===== config.mk =====
export PLATFORM = sky130hd
export DESIGN_NAME = relu_maxpool_13_2
export DESIGN_NICKNAME = d
export VERILOG_FILES = /design/src/rtl/relu_maxpool_13_2.sv
export SDC_FILE = /design/constraint.sdc
export NUM_CORES = 1
export LEC_CHECK = 0
export CAP_MARGIN = 0
export CORE_ASPECT_RATIO = 0.5
export CORE_MARGIN = 2
export CORE_UTILIZATION = 55
export CTS_CLUSTER_SIZE = 25
export DETAILED_ROUTE_END_ITERATION = 8
export PLACE_DENSITY = 0.84
export SLEW_MARGIN = 30
export SYNTH_ARGS = -nofsm -noshare
export SYNTH_HDL_FRONTEND = slang
export SYNTH_SLANG_ARGS = --single-unit

===== constraint.sdc =====
create_clock -name clk -period 6.84 [get_ports clk]
set_input_delay 1.368 -clock clk [delete_from_list [all_inputs] [get_ports clk]]
set_output_delay 1.368 -clock clk [all_outputs]
set_load 0.1 [all_outputs]

===== src/rtl/relu_maxpool_13_2.sv =====
`default_nettype none
// =============================================================================
// Module : relu_maxpool_13_2
// Brief  : Optional ReLU, then non-overlapping max-pool (window/stride W)
//          over N-element vectors on a valid/ready stream.
// Rev    : 1.0 - initial release
// =============================================================================
module relu_maxpool_13_2 #(
  parameter int T    = 16,
  parameter int N    = 13,
  parameter int W    = 2,
  parameter bit RELU = 1'b1
) (
  input  logic         clk,
  input  logic         reset,
  input  logic [T-1:0] x_data,
  input  logic         x_valid,
  output logic         x_ready,
  output logic [T-1:0] y_data,
  output logic         y_valid,
  input  logic         y_ready
);

  localparam int c_K  = N / W;
  localparam int c_NP = c_K * W;
  localparam int c_IW = $clog2(N + 1);
  localparam int c_PW = (W > 1) ? $clog2(W) : 1;

  logic [c_IW-1:0]     r_idx;
  logic [c_PW-1:0]     r_pos;
  logic signed [T-1:0] r_acc;
  logic signed [T-1:0] r_y_data;
  logic                r_y_valid;

  logic                w_accept;
  logic                w_in_pool;
  logic                w_last_pos;
  logic                w_last_idx;
  logic                w_load;
  logic signed [T-1:0] w_act;
  logic signed [T-1:0] w_max;
  logic signed [T-1:0] w_result;

  assign x_ready    = ~r_y_valid | y_ready;
  assign w_accept   = x_valid & x_ready;
  assign w_act      = (RELU && x_data[T-1]) ? '0 : $signed(x_data);
  assign w_max      = (w_act > r_acc) ? w_act : r_acc;
  assign w_result   = (W == 1) ? w_act : w_max;
  assign w_in_pool  = (r_idx < c_IW'(c_NP));
  assign w_last_pos = (r_pos == c_PW'(W - 1));
  assign w_last_idx = (r_idx == c_IW'(N - 1));
  assign w_load     = w_accept & w_in_pool & w_last_pos;

  always_ff @(posedge clk) begin
    if (reset) begin
      r_idx     <= '0;
      r_pos     <= '0;
      r_acc     <= '0;
      r_y_data  <= '0;
      r_y_valid <= 1'b0;
    end else begin
      if (w_accept) begin
        // Window position restarts with every vector so a trailing partial
        // window never leaks into the next vector's first window.
        if (w_last_idx) begin
          r_idx <= '0;
          r_pos <= '0;
        end else begin
          r_idx <= r_idx + 1'b1;
          r_pos <= w_last_pos ? '0 : r_pos + 1'b1;
        end
        if (w_in_pool && !w_last_pos) begin
          r_acc <= (r_pos == '0) ? w_act : w_max;
        end
      end
      if (w_load) begin
        r_y_data  <= w_result;
        r_y_valid <= 1'b1;
      end else if (y_ready) begin
        r_y_valid <= 1'b0;
      end
    end
  end

  assign y_data  = r_y_data;
  assign y_valid = r_y_valid;

endmodule
`default_nettype wire


# == Word level (Yosys, flattened, before mapping) ==
# Cells that the tools add are included.
# word_totals
regBits,38
wordCells,27
# classes
reduce_logical,4
n_bitwise,5
n_eq_ne,1
add_sub_neg,2
n_mux,8
order_cmp,2
# ops
operator,count
16-bit 2-to-1 mux,2
16-bit > comparator,1
15-bit 2-to-1 mux,1
"4-bit by 1-bit adder with 4-bit output, second input constant",1
"4-bit equality test, second input constant",1
"4-bit less-than comparator, second input constant",1
1-bit 2-to-1 mux,4
4-bit 2-to-1 mux,1
1-bit AND,3
2-bit AND reduction,1
2-bit nonzero test,1
"1-bit adder, second input constant",1
1-bit logical AND,1
1-bit logical NOT,1
1-bit inverter,1
1-bit OR,1

# == Logic depth before layout (Yosys ltp) ==
# depth
ltp_word,6
ltp_mapped,11
ltp_nobuf,9

# == Least setup slack after synthesis ==
# No wires, ideal clock.
# synth_path
kind,input-to-reg
startpoint,in x_data[15]
endpoint,reg r_y_data[10] (netlist: y_data[10])
setup_time_ps,119
arrival_ps,3434
stages,11
setup_slack_ps,3287
cell_sequence,clkbuf_1 -> nor2b_1 -> ha_1 -> nand4b_4 -> nor4_4 -> a21boi_1 -> o31ai_1 -> or2_1 -> buf_6 -> buf_8 -> o221a_1
# synth_between
elab_chain_cells,3
# synth_rtl
element,line,source
start: declaration,16,"input logic [T-1:0] x_data,"
15-bit 2-to-1 mux (*),46,assign w_act = (RELU && x_data[T-1]) ? '0 : $signed(x_data);
16-bit > comparator,47,assign w_max = (w_act > r_acc) ? w_act : r_acc;
16-bit 2-to-1 mux (*),47,
end signal: assignment,77,r_y_data <= w_result;
end: declaration,32,logic signed [T-1:0] r_y_data;
# Mark *: on every way between the ends. The rest lies on a longest branch, timed or not.
# A chain may end at the register's enable or synchronous reset.

# == Final worst setup path ==
# layout_path
startpoint,in y_ready
endpoint,out x_ready
# layout_between
elab_chain_cells,1
# layout_rtl
element,line,source
start: declaration,21,input logic y_ready
1-bit OR,44,assign x_ready = ~r_y_valid | y_ready;
end: declaration,18,"output logic x_ready,"
# No other way between the ends.

==> flow_summary.ini <==
[floorplan]
rows = 15
die_area_sq_um = 4219
die_h_um = 46.94
die_w_um = 89.88
ios = 38
core_sq_um = 3491
initial_core_util_pct = 58.10

[synthesis]
async_flop_share_pct = 0
yosysWarnings = 0
syn-cell-area_sq_um = 2028
netlist.area_leader.share_pct = 37.51
ys_types = 34
synthTopCellsByArea = dfxtp_1 38%, ha_1 10%, nor2_1 9.6%
yosysSeqAreaShare_pct = 37.51
yosys.area.top_type = dfxtp_1
synth-seq-cells = 38
ys.flop_type = dfxtp_1
avgSynthCellArea_sq_um = 8.705
synth_fp_nets = 270
syn_inst = 233
synth_edf_count = 0

[sta]
min_period_ps = 4497
slew_headroom_pct = 35.17
clock.fmax_mhz = 222.4
setup_viol = 0
slew_violations = 0
fin_skew_ps = 5.969
final-hold-violation-count = 0
period_share_pct = 65.74
setup_tns_ps = 0
tightest_slew_ps = 969.5
rsz0062_at_grt = no

[pwr]
leakage_uw = 0.001026
max-vdd-ir-drop_mv = 0.1116
seq_power_share_pct = 42.5
switching_share_pct = 31.93
pwr-share-comb_pct = 25.2
clkPwrFrac_pct = 32.3
internal_power_uw = 384.8
switching_power_uw = 180.5
p_per_area_nw_per_um2 = 223.6

[finish]
most-common-layout-cells = 52 x nor2_1, 38 x dfxtp_1, 37 x clkdlybuf4s50_1, 18 x inv_1, 17 x ha_1
drive_gt1_share_pct = 4.851
final_common_cell = nor2_1
fillers = 257
utilization_pct = 72.44
area_delta_synth_final_pct = 24.68
diodes = 0
nets = 304

[worst_setup_path]
rr_endpoint = y_data[14]
start_kind = input pin
reg2reg_from = y_valid
end_kind = output pin
worstPathRequired_ps = 5470
worst_path_max_delay_cell = clkdlybuf4s50_1
crit_arrival_ps = 3130
critPathMostFrequentCell = clkdlybuf4s50_1
worstSetupStartpoint = y_ready
reg2reg_slack_ps = 4350
ff2ff_path_depth = 5
crit_chain = clkdlybuf4s50_1, nand2b_1, clkdlybuf4s50_1
crit_end = x_ready
critPathKind = input pin to output pin
cp_max_fo = 4
slowest_delay_ps = 1150

[clocking]
cts_buffers = 5
ctsHtreeMaxLevel = 2
insertion_delay_ps = 300
cts_post_setup_buffers_inserted = 0
ctsResizeCount = 0
clk_pin_slew_ps = 80
clock-sinks = 38
cts_tree = built
cts_max_path_buffers = 2
hold_buffers = 0
cts_root_buf = clkbuf_8

[global_routing]
grt_usage_pct = 22.96
first_global_vias = 1646
antenna_found_initial = 0
grt_pass1_wl_um = 7341
grt_max_degree = 39
grt-ovfl-total = 0

[run_status]
status = completed

[route]
vias = 1704
wl_per_cell_um = 13.97
drtPass1Iterations = 4
drtAntennaViolNets = 0
routed_via_density = 5.342
drc = 0
totalWireLength_um = 4456
drtIter0Drc = 120

[job]
maxCapViolCount = 0

[place]
detailed_place_hpwl_um = 3107
place.gp.congestion = 0.7631
io_buffers = 37

[min_path]
min_path_type = register to register
[metrics by stage]
stage          total power [uW]  instance area, sq um  setup slack [ps]  instances  hold slack, ps
2_1_floorplan             349.9                  2028              3287        233           465.8
3_3_place_gp              381.1                  2396              2374        309           468.3
3_5_place_dp              386.7                  2419              2277        311           467.6
4_1_cts                   568.3                  2529              2338        319           485.5
5_1_grt                   587.0                  2529              2317        319           505.5
6_report                  565.3                  2529              2343        319           481.4
[layout make-up]
class / instances / area (sq um) / share of cell area, %
Clock buffer: 8 / 110.1 / 4.354
Sequential cell: 38 / 760.7 / 30.08
Timing Repair Buffer: 40 / 400.4 / 15.83
Multi-Input combinational cell: 164 / 1126 / 44.53
Inverter: 18 / 67.56 / 2.672
Tap cell: 51 / 63.81 / 2.523
[worst max-delay path: cells and delay by family]
kind / cells / cell delay [ps]
buffers and inverters: 2 / 1600
AND/OR/NAND/NOR: 1 / 150
[state kept, by name (all words and copies together) (netlist names)]
| signal | cells |
|---|---|
| r_acc | 16 |
| r_idx | 4 |
| r_pos | 1 |
| y_data | 16 |
| y_valid | 1 |
[cell families after synthesis]
kind of cell / share of synthesized area (%)
AOI/OAI and AO/OA: 14.81
adders and majority gates: 10.49
buffers and inverters: 6.970
muxes: 6.909
DFF: 37.51
and+or+nand+nor: 23.32
[per-layer routing]
metal,GRT usage [%],wire length [um],vias up
li1,-,-,857
met1,26.43,2021,788
met2,41.21,2120,50
met3,6.742,232,9
met4,12.92,81,0
met5,0,0,-
[worst min path at each step]
| stage | from | endpoint | slack (ps) | cells past startpoint |
|---|---|---|---|---|
| 3_5_place_dp | y_data[15] | y_data[15] | 470 | 1 |
| 2_1_floorplan | r_idx[1] | r_idx[1] | 470 | 2 |
| 6_report | y_data[15] | y_data[15] | 480 | 1 |
| 4_1_cts | y_data[15] | y_data[15] | 490 | 1 |
| 5_1_grt | y_data[15] | y_data[15] | 510 | 1 |
| 3_3_place_gp | y_data[15] | y_data[15] | 470 | 1 |
[cells in the mapped netlist (2+ instances only)]
master	count
mux2i_1	14
dfxtp_1	38
o21ai_0	2
nand3_1	2
nor2b_1	16
o221a_1	15
ha_1	17
clkbuf_1	6
buf_2	5
nor3_1	2
nor2_1	52
inv_1	18
nand2_1	11
a21oi_1	15
[power by group through the flow]
stage / logic, uW / clock network, uW / registers (uW)
after floorplan: 63.8 / 0 / 286
after global placement: 137 / 0 / 244
after detailed placement: 142 / 0 / 245
after CTS: 143 / 186 / 240
after global routing: 154 / 192 / 241
final: 143 / 183 / 240
Note: power is estimated with default switching activity, not from simulation.
